**config.mk**
```make
export PLATFORM = sky130hd
export DESIGN_NAME = apb_uart_regs
export DESIGN_NICKNAME = d
export VERILOG_FILES = /design/src/rtl/apb_uart_regs.sv
export SDC_FILE = /design/constraint.sdc
export NUM_CORES = 1
export LEC_CHECK = 0
export BUFFER_PORTS_ARGS = -buffer_cell sky130_fd_sc_hd__buf_2
export CORE_ASPECT_RATIO = 1.2
export CORE_MARGIN = 3
export CORE_UTILIZATION = 45
export CTS_BUF_LIST = sky130_fd_sc_hd__clkbuf_2
export CTS_CLUSTER_SIZE = 30
export DETAILED_ROUTE_END_ITERATION = 10
export PLACE_DENSITY = 0.82
export SYNTH_ARGS = -nofsm -noshare
export SYNTH_HDL_FRONTEND = slang
export SYNTH_SLANG_ARGS = --single-unit
export TNS_END_PERCENT = 10
```
**constraint.sdc**
```tcl
create_clock -name clk -period 2.1 [get_ports clk]
set_clock_uncertainty 0.15 [all_clocks]
set_input_delay 0 -clock clk [delete_from_list [all_inputs] [get_ports clk]]
set_output_delay 0 -clock clk [all_outputs]
set_load 0.01 [all_outputs]
```
**src/rtl/apb_uart_regs.sv**
```systemverilog
// apb_uart_regs: APB3 register slave in front of the UART FIFOs.
// APB writes to TXDATA push the TX FIFO, APB reads of RXDATA pop the RX FIFO.
// Sticky error flags and a saturating receive-error counter are kept here.
// Every transfer is setup + one wait cycle (ACCESS) + completion (DONE).
// Optional build macro: APB_UART_IRQ_EN adds the CTRL register contents and
// the registered irq output; without it CTRL reads 0 and ignores writes.
//
// state  | meaning
// IDLE   | no transfer in flight; waits for an APB setup phase
// ACCESS | first enable cycle, pready=0; side effects and read data captured
// DONE   | pready=1 with registered prdata/pslverr

module apb_uart_regs #(
    parameter int DATA_BITS  = 8,
    parameter int ADDR_WIDTH = 4
) (
    input  logic                  clk,
    input  logic                  rst_n,
    input  logic                  psel,
    input  logic                  penable,
    input  logic                  pwrite,
    input  logic [ADDR_WIDTH-1:0] paddr,
    input  logic [31:0]           pwdata,
    output logic [31:0]           prdata,
    output logic                  pready,
    output logic                  pslverr,
    output logic                  tx_fifo_wr_en,
    output logic [DATA_BITS-1:0]  tx_fifo_din,
    input  logic                  tx_fifo_full,
    output logic                  rx_fifo_rd_en,
    input  logic [DATA_BITS-1:0]  rx_fifo_dout,
    input  logic                  rx_fifo_empty,
    input  logic                  rx_error
`ifdef APB_UART_IRQ_EN
    ,
    output logic                  irq
`endif
);

    typedef enum logic [1:0] {
        ST_IDLE   = 2'd0,
        ST_ACCESS = 2'd1,
        ST_DONE   = 2'd2
    } state_t;

    state_t      state_q, state_d;
    logic [31:0] prdata_q, prdata_d;
    logic        pslverr_q, pslverr_d;
    logic        rx_error_q;
    logic        rx_err_sticky_q, rx_err_sticky_d;
    logic        tx_ovr_q, tx_ovr_d;
    logic        rx_udr_q, rx_udr_d;
    logic [7:0]  rx_err_cnt_q, rx_err_cnt_d;

    logic        in_access;
    logic        aligned;
    logic        sel_tx, sel_rx, sel_stat, sel_ctrl;
    logic        tx_ovr_set, rx_udr_set, stat_w1c;
    logic        clr_err, clr_ovr, clr_udr;
    logic        rx_err_rise;
    logic [31:0] status_word;
    logic [31:0] ctrl_rdata;

    assign in_access = (state_q == ST_ACCESS);
    assign aligned   = (paddr[1:0] == 2'b00);
    assign sel_tx    = aligned && (paddr[3:2] == 2'd0);
    assign sel_rx    = aligned && (paddr[3:2] == 2'd1);
    assign sel_stat  = aligned && (paddr[3:2] == 2'd2);
    assign sel_ctrl  = aligned && (paddr[3:2] == 2'd3);

    // FIFO strobes come straight from the ACCESS state, so they can never
    // outlast that single cycle and vanish the moment reset pulls the FSM away.
    assign tx_fifo_wr_en = in_access & pwrite & sel_tx & ~tx_fifo_full;
    assign tx_fifo_din   = tx_fifo_wr_en ? pwdata[DATA_BITS-1:0] : '0;
    assign rx_fifo_rd_en = in_access & ~pwrite & sel_rx & ~rx_fifo_empty;

    assign tx_ovr_set = in_access & pwrite & sel_tx & tx_fifo_full;
    assign rx_udr_set = in_access & ~pwrite & sel_rx & rx_fifo_empty;
    assign stat_w1c   = in_access & pwrite & sel_stat;
    assign clr_err    = stat_w1c & pwdata[2];
    assign clr_ovr    = stat_w1c & pwdata[3];
    assign clr_udr    = stat_w1c & pwdata[4];

    assign rx_err_rise = rx_error & ~rx_error_q;

    assign status_word = {16'h0000, rx_err_cnt_q, 3'b000, rx_udr_q, tx_ovr_q,
                          rx_err_sticky_q, ~rx_fifo_empty, tx_fifo_full};

    assign prdata  = prdata_q;
    assign pslverr = pslverr_q;
    assign pready  = (state_q == ST_DONE);

    // FSM next state; ACCESS lines up with the first enable cycle so a
    // transfer costs setup + one wait state + done.
    always_comb begin
        state_d = state_q;
        case (state_q)
            ST_IDLE:   if (psel && !penable) state_d = ST_ACCESS;
            ST_ACCESS: state_d = psel ? ST_DONE : ST_IDLE;
            ST_DONE:   state_d = ST_IDLE;
            default:   state_d = ST_IDLE;
        endcase
    end

    // Read data and error response, captured only during ACCESS.
    always_comb begin
        prdata_d  = prdata_q;
        pslverr_d = pslverr_q;
        if (in_access) begin
            prdata_d  = '0;
            pslverr_d = 1'b0;
            if (!aligned) begin
                pslverr_d = 1'b1;
            end else if (sel_tx) begin
                pslverr_d = pwrite & tx_fifo_full;
            end else if (sel_rx) begin
                if (pwrite || rx_fifo_empty) pslverr_d = 1'b1;
                else                         prdata_d  = 32'(rx_fifo_dout);
            end else if (sel_stat) begin
                if (!pwrite) prdata_d = status_word;
            end else if (sel_ctrl) begin
                if (!pwrite) prdata_d = ctrl_rdata;
            end
        end
    end

    // Sticky flags and error counter; a same-cycle set beats a W1C clear.
    always_comb begin
        rx_err_sticky_d = rx_err_rise | (rx_err_sticky_q & ~clr_err);
        tx_ovr_d        = tx_ovr_set  | (tx_ovr_q & ~clr_ovr);
        rx_udr_d        = rx_udr_set  | (rx_udr_q & ~clr_udr);
        rx_err_cnt_d    = clr_err ? 8'd0 : rx_err_cnt_q;
        if (rx_err_rise && (rx_err_cnt_d != 8'hFF)) rx_err_cnt_d = rx_err_cnt_d + 8'd1;
    end

    // State, response and status registers.
    always_ff @(posedge clk or negedge rst_n) begin
        if (!rst_n) begin
            state_q         <= ST_IDLE;
            prdata_q        <= '0;
            pslverr_q       <= 1'b0;
            rx_error_q      <= 1'b0;
            rx_err_sticky_q <= 1'b0;
            tx_ovr_q        <= 1'b0;
            rx_udr_q        <= 1'b0;
            rx_err_cnt_q    <= '0;
        end else begin
            state_q         <= state_d;
            prdata_q        <= prdata_d;
            pslverr_q       <= pslverr_d;
            rx_error_q      <= rx_error;
            rx_err_sticky_q <= rx_err_sticky_d;
            tx_ovr_q        <= tx_ovr_d;
            rx_udr_q        <= rx_udr_d;
            rx_err_cnt_q    <= rx_err_cnt_d;
        end
    end

`ifdef APB_UART_IRQ_EN
    logic [1:0] ctrl_q, ctrl_d;
    logic       irq_q, irq_d;

    assign ctrl_d     = (in_access && pwrite && sel_ctrl) ? pwdata[1:0] : ctrl_q;
    assign irq_d      = (ctrl_q[0] & ~rx_fifo_empty) |
                        (ctrl_q[1] & (rx_err_sticky_q | tx_ovr_q | rx_udr_q));
    assign ctrl_rdata = {30'd0, ctrl_q};
    assign irq        = irq_q;

    // Interrupt enables and the registered interrupt line.
    always_ff @(posedge clk or negedge rst_n) begin
        if (!rst_n) begin
            ctrl_q <= 2'b00;
            irq_q  <= 1'b0;
        end else begin
            ctrl_q <= ctrl_d;
            irq_q  <= irq_d;
        end
    end
`else
    assign ctrl_rdata = '0;
`endif

endmodule
```
; ---- Word-level counts from Yosys, hierarchy flattened
; Cells that the tools add are included.
[word_totals]
elab_cells = 68
regBits = 47
[classes]
n_eq_ne = 6
bitwise = 27
n_mux = 16
reduce_logical = 10
add_sub_neg = 1
[ops]
columns = op, count
row1 = 32-bit two-way mux, 4
row2 = 8-bit two-way mux, 4
row3 = 1-bit bitwise AND, 17
row4 = 16-bit two-way mux, 1
row5 = "8-bit by 1-bit adder with 8-bit output, second input constant", 1
row6 = "8-bit != test, second input constant", 1
row7 = 1-bit NOT, 7
row8 = 2-bit logical NOT, 3
row9 = 1-bit logical AND, 5
row10 = "2-bit by 1-bit == test with 1-bit output, second input constant", 2
row11 = "2-bit == test, second input constant", 2
row12 = 1-bit two-way mux, 4
row13 = 2-bit two-way mux, 2
row14 = 2-bit case mux with 2 select lines, 1
row15 = 1-bit OR, 3
row16 = "2-bit != test, second input constant", 1
row17 = 1-bit logical NOT, 1
row18 = 1-bit logical OR, 1

; ---- Depth between registers and ports, before layout
; Gate-level depths: netlist of run 1.
[depth]
ltp_word = 8
mapped_depth = 5

; ---- Worst setup path after synthesis of run 1
; OpenSTA, ideal clock, no wires.
[synth_path]
kind = register -> output
startpoint = register state_q[1]
endpoint = output port tx_fifo_din[0]
t_arrival_ns = 1.619
path_slack_ns = 0.331
stages_incl_launch_ff = 5
path_cell_list = dfrtp_1 or4b_1 buf_6 nor4_4 and2_1
[synth_between]
elab_chain_len = 5
[synth_rtl]
columns = element, line
row1 = from (decl), 46  ; state_t state_q, state_d;
row2 = from (signal assigned), 148  ; state_q <= state_d;
row3 = 2-bit by 1-bit == test with 1-bit output, 64  ; assign in_access = (state_q == ST_ACCESS);
row4 = 1-bit bitwise AND (3 in series), 73  ; assign tx_fifo_wr_en = in_access & pwrite & sel_tx & ~tx_fifo_full;
row5 = named net tx_fifo_wr_en, 27  ; output logic tx_fifo_wr_en,
row6 = 8-bit two-way mux, 74  ; assign tx_fifo_din = tx_fifo_wr_en ? pwdata[DATA_BITS-1:0] : '0;
row7 = to (decl), 28  ; output logic [DATA_BITS-1:0] tx_fifo_din,
; The timed path passes the listed nets, and every way through them passes these cells.

; ---- Worst setup path after layout of run 1
[layout_path]
startpoint = register state_q[1]
endpoint = output port tx_fifo_din[2]
[layout_between]
elab_chain_len = 5
[layout_rtl]
columns = element, line
row1 = 2-bit by 1-bit == test with 1-bit output, 64
row2 = 1-bit bitwise AND (3 in series), 73
row3 = 8-bit two-way mux, 74
; No other way between the ends.

==> out/summary.txt, run 1 <==
FLOORPLAN
------------------------------------------------------------------------------
Number of primary I/O pins                                                  96
Full die area                                                        4390 um^2
Die Ht                                                                 72.0 um
Overall die width                                                      61.0 um
Row count                                                                   23
Initial core utilization                                                 47.7%
Area of the core region                                              3420 um^2

OUTCOME
------------------------------------------------------------------------------
Outcome                                                           finished with violations
Violations in the final reports                                   negative setup slack

GLOBAL ROUTE
------------------------------------------------------------------------------
GRT Residual Overflow                                                        0
Total routing usage reported by global routing                           22.5%
First-pass GRT wire length                                             7450 um
Initial antenna violation count                                              0
Largest net degree at the start of global routing                           32
Vias in the first global route                                            1581

POWER
------------------------------------------------------------------------------
Sequential power share                                                   56.1%
Clock power frac                                                         22.2%
Worst vdd rail ir drop                                                0.293 mV
Static leakage power                                                   1.14 nW
Pwr per Cell Area                                                  570 nW/um^2
Switching Fraction                                                       33.4%
Internal power consumption                                          0.000866 W
Power share of the combinational group                                   21.7%
Power spent charging and discharging nets                           0.000434 W

YOSYS
------------------------------------------------------------------------------
Async S/R FF share, synth                                                 100%
Library cells used by synthesis                                             36
Number of warning messages in the yosys log                                  0
Biggest area consumer among synthesized cells                          dfrtp_1
Main synth FF type                                                     dfrtp_1
Netlist area before placement                                        1630 um^2
Post-Synthesis Cells                                                       171
Mean Syn Cell Area                                                   9.55 um^2
Number of enable flip-flop cells after synthesis                             0
Sequential fraction of the synthesis area                                47.5%
Area fraction of the dominant cell type after synthesis                  47.5%
Top cells by area, synth                                          dfrtp_1, buf_4, nand2_1
Flops & latches, synth                                                      31

FINISH
------------------------------------------------------------------------------
Layout cells sized above 1                                               26.5%
Most frequent cells in the layout                                 buf_2, dlygate4sd3_1, dfrtp_1, nand2_1, conb_1
Post-route cell area                                                 2280 um^2
Count of antenna diodes in the layout                                        0
Net total in the final layout                                              315
Most common cell after layout, fill and taps aside                       buf_2
Layout Area Growth over Synthesis                                        39.7%

CLOCKING
------------------------------------------------------------------------------
TritonCTS clock tree                                                       yes
Worst skew pair latency                                                0.37 ns
Level count of the clock H-tree                                              2
Num Clock Sinks                                                             31
Clock Pin Slew Worst Setup and Hold Paths                              0.16 ns
CTS buffer count                                                             5
Post-CTS Setup Bufs                                                          0
Buffer type at the clock tree root                                    clkbuf_2
Buffers from clock root to sink, at most                                     2

CRITICAL PATH
------------------------------------------------------------------------------
Largest stage delay, worst path                                        0.61 ns
Buf/Inv on CP                                                                1
Sequence of cells on the critical path                            or4b_4, nor4_4, and2_1, buf_2
Highest-delay cell along the critical path                              or4b_4
Required arrival time at the worst endpoint                            1.95 ns
Critical path startpoint category                                     register
Launch point of the critical path                                 state_q[1]$_DFFE_PN0P_
Worst Setup Path Type                                               reg -> out
Launch point of the worst reg-to-reg path                         state_q[1]$_DFFE_PN0P_
Nature of the critical path endpoint                              primary output
Critical Path AT                                                       2.05 ns
Top Family by Delay on Critical Path                              simple AND/OR/NAND/NOR gates
Highest fanout seen on the critical path                                    10

DETAILED ROUTING
------------------------------------------------------------------------------
Number of detailed-routing iterations run before antenna repair              4
Post-route ant nets                                                          0
Number of vias per cell                                                   5.45
Total number of vias                                                      1641
Final routed wire length divided by cell count                         15.3 um
Initial detailed-routing violation count                                   116
DRC                                                                          0
Routed wire length                                                     4590 um

TIMING
------------------------------------------------------------------------------
Final cycle utilization of the critical path                              105%
Post-layout min period                                                 2.20 ns
# setup viols final                                                          8
Max-slew headroom at the worst pin                                       54.3%
Slew of the pin with the lowest slew margin                           0.685 ns
Final Hold Fails                                                             0
RSZ-0062 raised after global routing                                      true
Worst path setup slack after routing                                -0.0986 ns
Accumulated negative setup slack                                     -0.493 ns
Final max-slew violation count                                               0
Highest clock frequency the design can meet                            455 MHz

MIN PATH
------------------------------------------------------------------------------
Class of the tightest hold or removal check                        in -> async

PLACEMENT
------------------------------------------------------------------------------
Gpl congestion                                                           0.782
Post-Place Setup Slack                                                0.142 ns
Detailed-placement wirelength estimate                                 2680 um
Number of port buffers                                                      55
Placed standard-cell area                                            1880 um^2

RUN
------------------------------------------------------------------------------
Number of max-cap violations                                                 0

## registers in the layout, summed over array words and instances, names as in the netlist
signal,flops
rx_err_sticky_q,1
pslverr,1
rx_error_q,1
state_q,2
rx_udr_q,1
tx_ovr_q,1
rx_err_cnt_q,8
prdata,16
## routing by layer
metal / track usage [%] / up-vias / wire length, um
li1: - / 769 / -
met1: 26.9 / 775 / 1750
met2: 37.3 / 79 / 2400
met3: 6.76 / 18 / 308
met4: 8.92 / 0 / 128
met5: 0 / - / 0
## repair_timing
| item | CTS | global route |
|---|---|---|
| endpoints found under the setup margin | 9 | 12 |
| cloned | 1 | 0 |
| gates resized for setup | 2 | 2 |
| hold buffers | 33 | 0 |
| hold endpoints to repair | 54 | 0 |
| pin swaps | 4 | 4 |
## logic make-up after synthesis
logic type / share of synthesized area, %
and+or+nand+nor: 24.6
other: 0.230
buffers and inverters: 9.89
DFF: 47.5
muxes: 0.613
AOI/OAI and AO/OA: 17.2
## power by group through the flow
stage	combinational, W	sequential, W	clock [W]
final	0.000282	0.000729	0.000289
after detailed placement	0.000227	0.000738	0
after floorplan	0.000169	0.000721	0
after global routing	0.000321	0.000743	0.000309
after global placement	0.000222	0.000737	0
after CTS	0.000274	0.000726	0.000295
## final timing paths
| check | endpoint | slack (ns) | depth (start not counted) |
|---|---|---|---|
| worst min-delay path | tx_ovr_q$_DFF_PN0_ | 0.02 | 2 |
| worst max register to register | rx_udr_q$_DFF_PN0_ | 0.01 | 4 |
| min in group clk | prdata[4]$_DFFE_PN0N_ | 0.07 | 4 |
| worst min register to register | prdata[15]$_DFFE_PN0N_ | 0.35 | 2 |
| max in group asynchronous | rx_err_cnt_q[0]$_DFF_PN0_ | 1.34 | 2 |
| worst max-delay path | tx_fifo_din[2] | -0.1 | 4 |
## metrics by stage
step                util (%)  instances  hold slack [ns]  total power [W]
floorplan                  -        186           -0.446         0.000890
finish                  66.6        301           0.0246          0.00130
global route            66.6        301           0.0592          0.00137
detailed placement      55.0        259          -0.0733         0.000965
CTS                     66.5        301           0.0221          0.00129
global placement        55.0        259          -0.0774         0.000959
## cells in the mapped netlist, drive strengths merged, types with 2 or more instances
library cell  instances
clkbuf                5
o21ai                15
a211oi                2
a31oi                 2
a21oi                 6
nand2b                2
nand3                 3
nand2                26
buf                  17
nor2b                 5
nor2                  7
and2                 12
a32o                  9
and4                  3
nor4b                 2
inv                   3
dfrtp                31
nor3                  4
## cell type report
type	instances	area, um^2
Tap cell	37	46.3
Sequential cell	31	776
Timing Repair Buffer	91	631
Inverter	3	11.3
Clock buffer	5	25.0
Fill cell	263	1140
Multi-Input combinational cell	131	777
Clock inverter	3	15.0
No activity file was read; power rests on OpenSTA's default activity.
==> run 2: changes to the inputs <==
CORE_MARGIN = 4   (was 3)
HOLD_SLACK_MARGIN = 0.08   (was not set)
RECOVER_POWER = 25   (was not set)
==> run 2 against run 1 <==
Net effect:
- the flow still finishes with violations (negative setup slack)
- critical path depth up 3
- sequential share of layout area decreased by 0.46 points
- combinational power is essentially flat
- largest power group unchanged
- critical endpoint is now pslverr$_DFFE_PN0N_
- via count decreased by 3.0%
==> out/summary.txt, run 2 (same netlist as run 1, synthesis figures left out) <==
FINISH
------------------------------------------------------------------------------
Largest register FFs                                                        16
Number of standard cells in the layout, taps in and fillers out            305
Most frequent cells in the layout                                 buf_2, dlygate4sd3_1, dfrtp_1, nand2_1, conb_1
Fill cell total of the finished layout                                     250
Layout Area Growth over Synthesis                                        41.8%
Count of antenna diodes in the layout                                        0
Most common cell after layout, fill and taps aside                       buf_2
Net total in the final layout                                              319
Layout cells sized above 1                                               26.9%

DETAILED ROUTING
------------------------------------------------------------------------------
Routed wire length                                                     4430 um
DRC                                                                          0
Post-route ant nets                                                          0
Number of vias per cell                                                   5.22
Total number of vias                                                      1592
Number of detailed-routing iterations run before antenna repair              4
Initial detailed-routing violation count                                   121
Final routed wire length divided by cell count                         14.5 um

TIMING
------------------------------------------------------------------------------
Max-slew headroom at the worst pin                                       50.7%
# setup viols final                                                          1
Post-layout min period                                                 2.15 ns
Highest clock frequency the design can meet                            465 MHz
RSZ-0062 raised after global routing                                      true
Final max-slew violation count                                               0
Accumulated negative setup slack                                    -0.0511 ns
Worst hold margin                                                     0.106 ns
Final cycle utilization of the critical path                              102%
Final Hold Fails                                                             0
Worst path setup slack after routing                                -0.0511 ns
Slew of the pin with the lowest slew margin                           0.740 ns

CRITICAL PATH
------------------------------------------------------------------------------
Launch point of the critical path                                       pwrite
Launch point of the worst reg-to-reg path                         state_q[1]$_DFFE_PN0P_
Worst setup path end                                              pslverr$_DFFE_PN0N_
Nature of the critical path endpoint                                  register
Critical Path AT                                                       2.27 ns
Worst Setup Path Type                                                in -> reg
R2R cell count                                                               4
Critical path startpoint category                                    input pin
Endpoint of the lowest-slack register-to-register path            rx_udr_q$_DFF_PN0_
Minimum setup slack among reg-to-reg paths                             0.07 ns
Highest fanout seen on the critical path                                     7
Required arrival time at the worst endpoint                            2.22 ns

FLOORPLAN
------------------------------------------------------------------------------
Full die area                                                        4660 um^2
Row count                                                                   23
Number of primary I/O pins                                                  96
Die Ht                                                                 74.0 um
Area of the core region                                              3420 um^2
Overall die width                                                      63.0 um
Initial core utilization                                                 47.7%

POWER
------------------------------------------------------------------------------
Power share of the combinational group                                   22.1%
Overall power after layout                                           0.00128 W
Static leakage power                                                   1.14 nW
Internal power consumption                                          0.000874 W
Pwr per Cell Area                                                  554 nW/um^2
Power spent charging and discharging nets                           0.000409 W
Clock power frac                                                         21.2%
Sequential power share                                                   56.8%
Worst vdd rail ir drop                                                0.377 mV
Switching Fraction                                                       31.9%

OUTCOME
------------------------------------------------------------------------------
Outcome                                                           finished with violations
Violations in the final reports                                   negative setup slack

GLOBAL ROUTE
------------------------------------------------------------------------------
Total routing usage reported by global routing                           20.4%
Largest net degree at the start of global routing                           32
GRT Residual Overflow                                                        0
Vias in the first global route                                            1641
First-pass GRT wire length                                             7360 um
Initial antenna violation count                                              0

RUN
------------------------------------------------------------------------------
Number of max-cap violations                                                 0

PLACEMENT
------------------------------------------------------------------------------
Gpl congestion                                                           0.767
Post-Place Setup Slack                                                0.200 ns
Number of port buffers                                                      55
Number of placed cells counting well taps                                  260
Detailed-placement wirelength estimate                                 2700 um

CLOCKING
------------------------------------------------------------------------------
Level count of the clock H-tree                                              2
Num Clock Sinks                                                             31
Post-CTS Setup Bufs                                                          0
Buffer type at the clock tree root                                    clkbuf_2
Worst skew pair latency                                                0.35 ns
Clock Pin Slew Worst Setup and Hold Paths                              0.15 ns
Buffers from clock root to sink, at most                                     2
TritonCTS clock tree                                                       yes
CTS buffer count                                                             5

MIN PATH
------------------------------------------------------------------------------
Class of the tightest hold or removal check                          in -> reg

[run 2: final cells by class]
type | instances | area (um^2) | share of cell area (%)
Clock buffer | 6 | 30.0 | 1.30
Clock inverter | 2 | 7.51 | 0.324
Inverter | 3 | 11.3 | 0.486
Multi-Input combinational cell | 131 | 785 | 33.9
Sequential cell | 31 | 777 | 33.5
Tap cell | 37 | 46.3 | 2.00
Timing Repair Buffer | 95 | 659 | 28.5
[run 2: power groups by stage]
stage / Sequential [W] / Clock [W] / Combinational (W)
finish: 0.000728 / 0.000271 / 0.000283
global route: 0.000739 / 0.000307 / 0.000318
detailed placement: 0.000739 / 0 / 0.000227
CTS: 0.000726 / 0.000278 / 0.000282
floorplan: 0.000721 / 0 / 0.000169
global placement: 0.000736 / 0 / 0.000223
[run 2: worst min-delay path by stage]
stage          cells past startpoint  startpoint                        end  slack, ns
6_report                           5    paddr[2]  rx_err_cnt_q[7]$_DFF_PN0_       0.11
5_1_grt                            4    paddr[2]         tx_ovr_q$_DFF_PN0_       0.09
4_1_cts                            5    paddr[2]  rx_err_cnt_q[7]$_DFF_PN0_       0.08
3_5_place_dp                       1       rst_n         tx_ovr_q$_DFF_PN0_      -0.08
3_3_place_gp                       1       rst_n         tx_ovr_q$_DFF_PN0_      -0.08
2_1_floorplan                      0       rst_n      prdata[0]$_DFFE_PN0N_      -0.45
[run 2: what timing repair did]
item                                   CTS  global route
hold buffers                            36             0
setup endpoints to repair                9            12
pin swaps                                1             2
resized for setup                        2             3
endpoints found under the hold margin   53             0
cloned                                   1             0
[run 2: layer usage]
layer / global-route usage, % / wire [um]
met3: 5.59 / 256
met1: 21.4 / 1700
met4: 12.3 / 132
met2: 37.0 / 2340
met5: 0 / 0
[run 2: metrics by stage]
| step | util [%] | area (um^2) |
|---|---|---|
| after detailed placement | 55.2 | 1890 |
| final | 67.6 | 2320 |
| after CTS | 67.8 | 2320 |
| after floorplan | - | 1690 |
| after global placement | 55.2 | 1890 |
| after global routing | 67.6 | 2320 |
[run 2: worst max-delay path, cell delays in order]
cell	delay, ns
dlygate4sd3_1	0.56
buf_2	0.17
o21ai_0	0.16
dlygate4sd3_1	0.57
a21oi_1	0.07
dlygate4sd3_1	0.56
o22a_2	0.18
